## src/rtl/hamming_pkg.sv

```systemverilog
// hamming_pkg -- shared definitions for the SECDED Hamming(16,11) decoder.
//   state_t / ST_*  : FSM state encodings used by hamming_decoder
//   flag_t / FLAG_* : per-word error flag written into the decoded high byte
//   POS_P*          : bit positions of the parity bits inside an encoded word
//   PARITY_MASK     : one-hot mask of those positions; all other bits are data
package hamming_pkg;

    typedef logic [2:0] state_t;
    localparam state_t ST_IDLE   = 3'd0;
    localparam state_t ST_RD_LO  = 3'd1;
    localparam state_t ST_RD_HI  = 3'd2;
    localparam state_t ST_DECODE = 3'd3;
    localparam state_t ST_WR_LO  = 3'd4;
    localparam state_t ST_WR_HI  = 3'd5;
    localparam state_t ST_FIN    = 3'd6;

    typedef logic [1:0] flag_t;
    localparam flag_t FLAG_NONE   = 2'b00;
    localparam flag_t FLAG_SINGLE = 2'b01;
    localparam flag_t FLAG_DOUBLE = 2'b10;

    localparam int POS_P0 = 0;
    localparam int POS_P1 = 1;
    localparam int POS_P2 = 2;
    localparam int POS_P4 = 4;
    localparam int POS_P8 = 8;

    localparam logic [15:0] PARITY_MASK = 16'((1 << POS_P0) | (1 << POS_P1) |
                                              (1 << POS_P2) | (1 << POS_P4) |
                                              (1 << POS_P8));

endpackage

```

## src/rtl/hamming_decoder_secded_core.sv

```systemverilog
// secded_core -- combinational SECDED check/correct of one encoded word.
//   W    [15:0] : encoded word {high byte, low byte}
//   data [10:0] : d11..d1 after correction (uncorrected on a double error)
//   F    [1:0]  : FLAG_NONE / FLAG_SINGLE / FLAG_DOUBLE
module secded_core
    import hamming_pkg::*;
(
    input  logic [15:0] W,
    output logic [10:0] data,
    output logic [1:0]  F
);

    logic [3:0]  syn;
    logic        par;
    logic [15:0] wc;
    logic [3:0]  j;

    always_comb begin
        syn = '0;
        for (int k = 1; k < 16; k++) begin
            if (W[k]) syn = syn ^ 4'(k);
        end
        par = ^W;

        wc = W;
        F  = FLAG_NONE;
        if (par) begin
            // Odd overall parity: a single flip. Syndrome 0 means p0 itself
            // flipped, which carries no data, so nothing to repair.
            F = FLAG_SINGLE;
            if (syn != 4'd0) wc[syn] = ~wc[syn];
        end else if (syn != 4'd0) begin
            F = FLAG_DOUBLE;
        end

        // Data bits are every non-parity position, packed LSB first.
        data = '0;
        j    = '0;
        for (int k = 0; k < 16; k++) begin
            if (!PARITY_MASK[k]) begin
                data[j] = wc[k];
                j       = j + 4'd1;
            end
        end
    end

endmodule

```

## src/rtl/hamming_decoder.sv

```systemverilog
// hamming_decoder -- reads NUM_WORDS encoded 16-bit words from byte memory,
// SECDED-decodes them and writes {flag, data} words back.
//   Clk, Reset (async, active high), Start (one-cycle request)
//   Done      : high in FIN from the cycle after FIN is reached until next Start
//   MemAddr, MemRdData (combinational read), MemWrEn, MemWrData
// Optional build macro HAMMING_DEC_STATS_EN adds CntSingle/CntDouble, the
// saturating per-run counts of corrected and uncorrectable words.
module hamming_decoder
    import hamming_pkg::*;
#(
    parameter int NUM_WORDS = 15,
    parameter int SRC_BASE  = 30,
    parameter int DST_BASE  = 0
) (
    input  logic       Clk,
    input  logic       Reset,
    input  logic       Start,
    output logic       Done,
    output logic [7:0] MemAddr,
    input  logic [7:0] MemRdData,
    output logic       MemWrEn,
    output logic [7:0] MemWrData
`ifdef HAMMING_DEC_STATS_EN
    ,
    output logic [3:0] CntSingle,
    output logic [3:0] CntDouble
`endif
);

    state_t      state_q, state_d;
    logic [7:0]  idx_q, idx_d;
    logic [7:0]  lo_q, lo_d;
    logic [7:0]  hi_q, hi_d;
    logic [10:0] data_q, data_d;
    flag_t       flag_q, flag_d;
    logic        done_q, done_d;

    logic [10:0] core_data;
    flag_t       core_flag;
    logic        start_acc;
    logic        last_word;
    logic [7:0]  src_addr;
    logic [7:0]  dst_addr;

    secded_core u_core (
        .W    ({hi_q, lo_q}),
        .data (core_data),
        .F    (core_flag)
    );

    assign start_acc = Start && (state_q == ST_IDLE || state_q == ST_FIN);
    assign last_word = (idx_q == 8'(NUM_WORDS - 1));
    assign src_addr  = 8'(SRC_BASE) + {idx_q[6:0], 1'b0};
    assign dst_addr  = 8'(DST_BASE) + {idx_q[6:0], 1'b0};

    always_comb begin
        state_d = state_q;
        idx_d   = idx_q;
        lo_d    = lo_q;
        hi_d    = hi_q;
        data_d  = data_q;
        flag_d  = flag_q;
        case (state_q)
            ST_IDLE, ST_FIN: begin
                if (start_acc) begin
                    state_d = ST_RD_LO;
                    idx_d   = '0;
                end
            end
            ST_RD_LO: begin
                lo_d    = MemRdData;
                state_d = ST_RD_HI;
            end
            ST_RD_HI: begin
                hi_d    = MemRdData;
                state_d = ST_DECODE;
            end
            ST_DECODE: begin
                data_d  = core_data;
                flag_d  = core_flag;
                state_d = ST_WR_LO;
            end
            ST_WR_LO: state_d = ST_WR_HI;
            ST_WR_HI: begin
                if (last_word) begin
                    state_d = ST_FIN;
                end else begin
                    idx_d   = idx_q + 8'd1;
                    state_d = ST_RD_LO;
                end
            end
            default: state_d = ST_IDLE;
        endcase
        // Done is registered off FIN, so it trails FIN entry by one cycle and
        // drops on the same edge that accepts the next Start.
        done_d = (state_q == ST_FIN) && !start_acc;
    end

    always_ff @(posedge Clk or posedge Reset) begin
        if (Reset) begin
            state_q <= ST_IDLE;
            idx_q   <= '0;
            lo_q    <= '0;
            hi_q    <= '0;
            data_q  <= '0;
            flag_q  <= FLAG_NONE;
            done_q  <= 1'b0;
        end else begin
            state_q <= state_d;
            idx_q   <= idx_d;
            lo_q    <= lo_d;
            hi_q    <= hi_d;
            data_q  <= data_d;
            flag_q  <= flag_d;
            done_q  <= done_d;
        end
    end

    // Address/data are decoded straight from the state so reset clears them
    // asynchronously along with the state register.
    always_comb begin
        MemWrEn   = 1'b0;
        MemAddr   = '0;
        MemWrData = '0;
        case (state_q)
            ST_RD_LO: MemAddr = src_addr;
            ST_RD_HI: MemAddr = src_addr + 8'd1;
            ST_WR_LO: begin
                MemWrEn   = 1'b1;
                MemAddr   = dst_addr;
                MemWrData = data_q[7:0];
            end
            ST_WR_HI: begin
                MemWrEn   = 1'b1;
                MemAddr   = dst_addr + 8'd1;
                MemWrData = {flag_q, 3'b000, data_q[10:8]};
            end
            default: ;
        endcase
    end

    assign Done = done_q;

`ifdef HAMMING_DEC_STATS_EN
    logic [3:0] cnt_single_q, cnt_single_d;
    logic [3:0] cnt_double_q, cnt_double_d;

    always_comb begin
        cnt_single_d = cnt_single_q;
        cnt_double_d = cnt_double_q;
        if (start_acc) begin
            cnt_single_d = '0;
            cnt_double_d = '0;
        end else if (state_q == ST_DECODE) begin
            if (core_flag == FLAG_SINGLE && cnt_single_q != 4'hF)
                cnt_single_d = cnt_single_q + 4'd1;
            if (core_flag == FLAG_DOUBLE && cnt_double_q != 4'hF)
                cnt_double_d = cnt_double_q + 4'd1;
        end
    end

    always_ff @(posedge Clk or posedge Reset) begin
        if (Reset) begin
            cnt_single_q <= '0;
            cnt_double_q <= '0;
        end else begin
            cnt_single_q <= cnt_single_d;
            cnt_double_q <= cnt_double_d;
        end
    end

    assign CntSingle = cnt_single_q;
    assign CntDouble = cnt_double_q;
`else
    // Statistics disabled: no counter state is built.
`endif

endmodule
```

## config.mk

```make
export PLATFORM = sky130hd
export DESIGN_NAME = hamming_decoder
export DESIGN_NICKNAME = d
export VERILOG_FILES = /design/src/rtl/hamming_pkg.sv /design/src/rtl/hamming_decoder_secded_core.sv /design/src/rtl/hamming_decoder.sv
export SDC_FILE = /design/constraint.sdc
export NUM_CORES = 1
export LEC_CHECK = 0
export ABC_AREA = 0
export CAP_MARGIN = 5
export CORE_UTILIZATION = 55
export DETAILED_ROUTE_END_ITERATION = 8
export PLACE_DENSITY_LB_ADDON = 0.15
export REMOVE_ABC_BUFFERS = 1
export SETUP_SLACK_MARGIN = 0.05
export SKIP_CTS_REPAIR_TIMING = 1
export SLEW_MARGIN = 0
export SYNTH_ARGS = -nofsm -noshare
export SYNTH_HDL_FRONTEND = slang
export SYNTH_SLANG_ARGS = --single-unit
```

## constraint.sdc

```tcl
create_clock -name Clk -period 3.3 [get_ports Clk]
set_clock_uncertainty 0.15 [all_clocks]
set_input_delay 0.66 -clock Clk [delete_from_list [all_inputs] [get_ports Clk]]
set_output_delay 0.66 -clock Clk [all_outputs]
set_load 0.005 [all_outputs]
```

==> results of run 1 <==
-- Yosys cell counts, drive strengths merged (3+ instances only) --
master,n
nor3,4
and3,6
clkbuf,11
o21ai,13
and2,5
ha,3
mux2i,17
a21oi,16
a21o,8
nand4,4
nand4b,3
o31ai,5
a31oi,3
dfrtp,41
nand3,3
xnor2,20
a311oi,7
mux2,20
xor2,8
nor2b,3
nor2,18
nand2b,3
o22ai,3
inv,5
nand2,22
-- per-stage QoR --
stage / util / cell area (µm²) / worst slack, ns
2_1_floorplan: - / 2640 / 0.356
3_3_place_gp: 0.649 / 3070 / 0.449
3_5_place_dp: 0.649 / 3070 / 0.407
4_1_cts: 0.673 / 3180 / 0.134
5_1_grt: 0.673 / 3180 / 0.0551
6_report: 0.673 / 3180 / 0.215
-- state kept, by name, summed over array words and instances (netlist names) --
signal	count
Done	1
data_q	11
flag_q	2
hi_q	8
idx_q	8
lo_q	8
state_q	3
-- per-layer routing --
layer | up-vias | track usage
li1 | 1034 | -
met1 | 977 | 0.338
met2 | 38 | 0.365
met3 | 4 | 0.0472
met4 | 0 | 0.0588
met5 | - | 0
-- critical path: stages, from the launching register on --
cell	delay [ns]
dfrtp_1	0.43
nor2b_2	0.20
and2_1	0.18
buf_4	0.18
or2_2	0.34
a21oi_1	0.14
a21oi_1	0.08
clkdlybuf4s50_1	0.45
-- layout make-up --
cell class	instances	area, µm²
multi-input combinational	211	1600
fill	402	1540
sequential	41	1030
timing repair buffer	36	340
tap	67	83.8
clock buffer	6	72.6
clock inverter	2	38.8
inverter	5	18.8
-- final timing paths --
path / startpoint / to / slack (ns) / depth (start not counted)
worst max-delay path: state_q[1] / MemAddr[5] / 0.21 / 7
worst min register to register: data_q[5] / data_q[5] / 0.33 / 1
worst min-delay path: data_q[5] / data_q[5] / 0.33 / 1
max in group asynchronous: Reset / idx_q[3] / 2.00 / 3
worst max register to register: lo_q[7] / data_q[2] / 0.38 / 8
min in group asynchronous: Reset / lo_q[4] / 0.65 / 3
-- cell families after synthesis --
family          after synthesis  share of synthesized area
simple gates                 83                      0.175
compound gates               57                      0.134
flops                        41                      0.381
mux                          37                      0.148
xor+xnor                     30                      0.118
buf+inv                      17                     0.0256
fa+ha+maj                     4                     0.0177
==> results.py, run 1 <==
metrics = {
    "global_route": {
        "overflow": 0,
        "grt_pass1_wl_um": 9370,
        "grt_pass1_vias": 1986,
        "grt_usage": 0.234,
        "grt_max_degree": 42,
        "antenna_found_initial": 0,
    },
    "placement": {
        "place.gp.congestion": 0.888,
        "dp_hpwl_um": 4180,
        "portBuffers": 28,
        "dpl.cell_count": 360,
    },
    "timing": {
        "relSlewSlack": 0.524,
        "setup_viol": 0,
        "fin_hold_ws_ns": 0.334,
        "fin_setup_tns_ns": 0,
        "tightest_slew_ns": 0.710,
        "finalCritPeriodShare": 0.935,
        "drv_slew": 0,
        "period_needed_ns": 3.09,
        "rsz0062_at_grt": "false",
        "fmax_mhz": 324,
        "finalHoldViolations": 0,
    },
    "cts": {
        "cts_tree": "done",
        "clk_pin_slew_ns": 0.08,
        "clock_sinks": 41,
        "cts_buffer_depth": 2,
        "cts_buffers": 5,
        "clock_latency_ns": 0.29,
        "cts-htree-levels": 2,
        "root_buffer": "clkbuf_8",
    },
    "outcome": {
        "outcome": "finished, final reports clean",
    },
    "worst_hold_path": {
        "hp-class": "flop to flop",
    },
    "route": {
        "vias": 2053,
        "first_iter_violations": 109,
        "avgViaCountPerCell": 5.58,
        "ant_nets": 0,
        "drt_pass1_iterations": 4,
        "dr.max_layer_used": "met4",
        "drc_errors": 0,
        "wl_met3_um": 136,
        "routed_wl_um": 5430,
        "wl_met2_um": 2510,
        "drt-met1-wl_um": 2720,
        "wl_per_cell_um": 14.8,
    },
    "yosys": {
        "ys_ff_latch": 41,
        "ys_seq_area_frac": 0.381,
        "ys.flop_type": "dfrtp_1",
        "ys_top_cells_by_area": "dfrtp_1 38%, mux2_2 7.9%, mux2i_1 6.3%",
        "synth_edf_count": 0,
        "syn_avg_cell_area_um2": 10.0,
        "synth_cells": 269,
        "yosysWarningCount": 0,
        "netlist_area_um2": 2690,
        "yosysTopAreaCell": "dfrtp_1",
        "ys_types": 46,
        "synth_top_cell_area_share": 0.381,
        "synthArstFlopShare": 1.00,
    },
    "setup_path": {
        "worst-path-max-fanout": 10,
        "path_class": "flop to output port",
        "cp.arrival_ns": 2.28,
        "cp-start-kind": "flop",
        "crit_required_ns": 2.49,
        "endpoint_kind": "output port",
    },
    "cells_and_area": {
        "stdcell_count": 368,
        "drive_gt1_frac": 0.156,
        "n_antenna_cell": 0,
        "final_common_cell": "dfrtp_1",
        "mostFrequentLayoutCells": "41 x dfrtp_1, 28 x clkdlybuf4s50_1, 22 x nand2_1, 19 x mux2_2, 19 x xnor2_1",
        "fin_nets": 314,
        "area_growth_pct": 18.1,
    },
    "floorplan": {
        "start_util": 0.570,
        "fp.dieArea_um2": 5180,
        "pin_count": 29,
        "fp.dieH_um": 72.0,
        "fp.dieW_um": 72.0,
        "rows": 25,
        "coreArea_um2": 4720,
    },
    "flow_run": {
        "drv_cap": 0,
    },
}
Power of run 1 is left out: the tool's default activity adds up to more than one toggle a clock period on the data nets, which glitch-free logic cannot reach.
==> run 2, diff against run 1 <==
--- a/config.mk
+++ b/config.mk
@@ -7,9 +7,9 @@
 export LEC_CHECK = 0
 export ABC_AREA = 0
 export CAP_MARGIN = 5
-export CORE_UTILIZATION = 55
+export CORE_UTILIZATION = 51
 export DETAILED_ROUTE_END_ITERATION = 8
-export PLACE_DENSITY_LB_ADDON = 0.15
+export PLACE_DENSITY = 0.83
 export REMOVE_ABC_BUFFERS = 1
 export SETUP_SLACK_MARGIN = 0.05
 export SKIP_CTS_REPAIR_TIMING = 1
==> constraint.sdc (replaced) <==
create_clock -name Clk -period 2.7 [get_ports Clk]
set_clock_uncertainty 0.15 [all_clocks]
set_input_delay 0.54 -clock Clk [delete_from_list [all_inputs] [get_ports Clk]]
set_output_delay 0.54 -clock Clk [all_outputs]
set_load 0.005 [all_outputs]
==> results.py, run 2 (synthesis results as in run 1) <==
metrics = {
    "route": {
        "drc_errors": 0,
        "ant_nets": 0,
        "vias": 2237,
        "first_iter_violations": 102,
        "drt_pass1_iterations": 4,
        "wl_per_cell_um": 15.6,
        "avgViaCountPerCell": 5.61,
        "routed_wl_um": 6240,
    },
    "timing": {
        "finalCritPeriodShare": 1.09,
        "finalHoldViolations": 0,
        "period_needed_ns": 2.93,
        "relSlewSlack": 0.672,
        "setup_viol": 12,
        "drv_slew": 0,
        "fin_ws_ns": -0.231,
        "fmax_mhz": 341,
        "tightest_slew_ns": 0.488,
        "rsz0062_at_grt": "true",
    },
    "cells_and_area": {
        "largest_reg_flops": 11,
        "top_register": "data_q",
        "final_common_cell": "dfrtp_1",
        "post-route-util": 0.687,
        "area_growth_pct": 30.3,
        "mostFrequentLayoutCells": "38 x dfrtp_1, 33 x buf_4, 25 x clkdlybuf4s50_1, 22 x nand2_1, 19 x mux2_2",
        "fin_nets": 342,
        "stdcell_count": 399,
        "n_antenna_cell": 0,
        "drive_gt1_frac": 0.283,
    },
    "worst_hold_path": {
        "hp-class": "flop to flop",
    },
    "global_route": {
        "grt_usage": 0.237,
        "antenna_found_initial": 0,
        "grt_pass1_vias": 2115,
        "grt_pass1_wl_um": 9910,
        "overflow": 0,
        "grt_max_degree": 42,
    },
    "cts": {
        "cts_buffer_depth": 2,
        "clock_latency_ns": 0.29,
        "cts-htree-levels": 2,
        "clock_sinks": 41,
        "root_buffer": "clkbuf_8",
        "cts_tree": "done",
        "clk_pin_slew_ns": 0.08,
        "cts_buffers": 5,
    },
    "setup_path": {
        "crit_required_ns": 2.79,
        "endpoint_kind": "flop",
        "path_class": "flop to flop",
        "cp-start-kind": "flop",
        "cp.arrival_ns": 3.02,
        "worst-path-max-fanout": 8,
    },
    "placement": {
        "place.gp.congestion": 0.858,
        "dpl.cell_count": 389,
        "dp_hpwl_um": 4440,
        "pre_cts_ws_ns": -0.0808,
        "portBuffers": 28,
    },
    "floorplan": {
        "fp.dieArea_um2": 5570,
        "fp.dieH_um": 74.7,
        "pin_count": 29,
        "rows": 26,
        "fp.dieW_um": 74.7,
        "coreArea_um2": 5110,
        "start_util": 0.527,
    },
    "flow_run": {
        "drv_cap": 0,
    },
    "outcome": {
        "outcome": "finished with violations",
        "violations": "negative setup slack",
    },
}
-- run 2: cell count changes in the layout (fill, tap and decap cells not counted), sizes merged --
| cell | delta |
|---|---|
| buf | +28 |
| clkbuf | +1 |
| clkdlybuf4s50 | -3 |
| clkinv | -1 |
| dlymetal6s2s | +3 |
-- run 2: critical path, cell delays in order (launching register included) --
cell and delay [ns]:
dfrtp_1 0.40, xnor3_1 0.38, xnor3_2 0.53, buf_4 0.18, maj3_1 0.38, nor3_2 0.25
nor4_4 0.09, buf_6 0.15, a311oi_2 0.26, a21o_1 0.12
-- run 2: final timing paths --
path	from	to	slack (ns)	cells past startpoint
setup reg to reg	lo_q[1]	data_q[4]	-0.23	9
min in group asynchronous	Reset	lo_q[4]	0.55	3
max in group asynchronous	Reset	state_q[1]	1.49	3
setup / recovery	lo_q[1]	data_q[4]	-0.23	9
hold reg to reg	data_q[8]	data_q[8]	0.33	1
hold / removal	data_q[8]	data_q[8]	0.33	1
-- run 2: routing by layer --
layer  vias up  global-route usage  share of wire
met5         -                   0              0
met4         0               0.101          0.023
met3        15              0.0415          0.031
met2        57               0.392           0.52
met1      1085               0.309           0.43
li1       1080                   -              -
-- run 2: through the flow --
step | instance area (µm²) | setup TNS, ns | hold slack [ns]
after floorplan | 2640 | -0.204 | 0.292
after global placement | 3270 | 0 | 0.317
after detailed placement | 3270 | -0.401 | 0.320
after CTS | 3380 | -1.76 | 0.335
after global routing | 3510 | -3.14 | 0.344
final | 3510 | -2.35 | 0.328
-- run 2: area by class of cell --
cell class	count	area [µm²]
Tap cell	70	87.6
Sequential cell	41	1030
Clock buffer	7	86.3
Clock inverter	1	30.0
Inverter	5	18.8
Multi-Input combinational cell	211	1690
Timing Repair Buffer	64	569
Fill cell	391	1600
Power of run 2 is left out for the same reason.
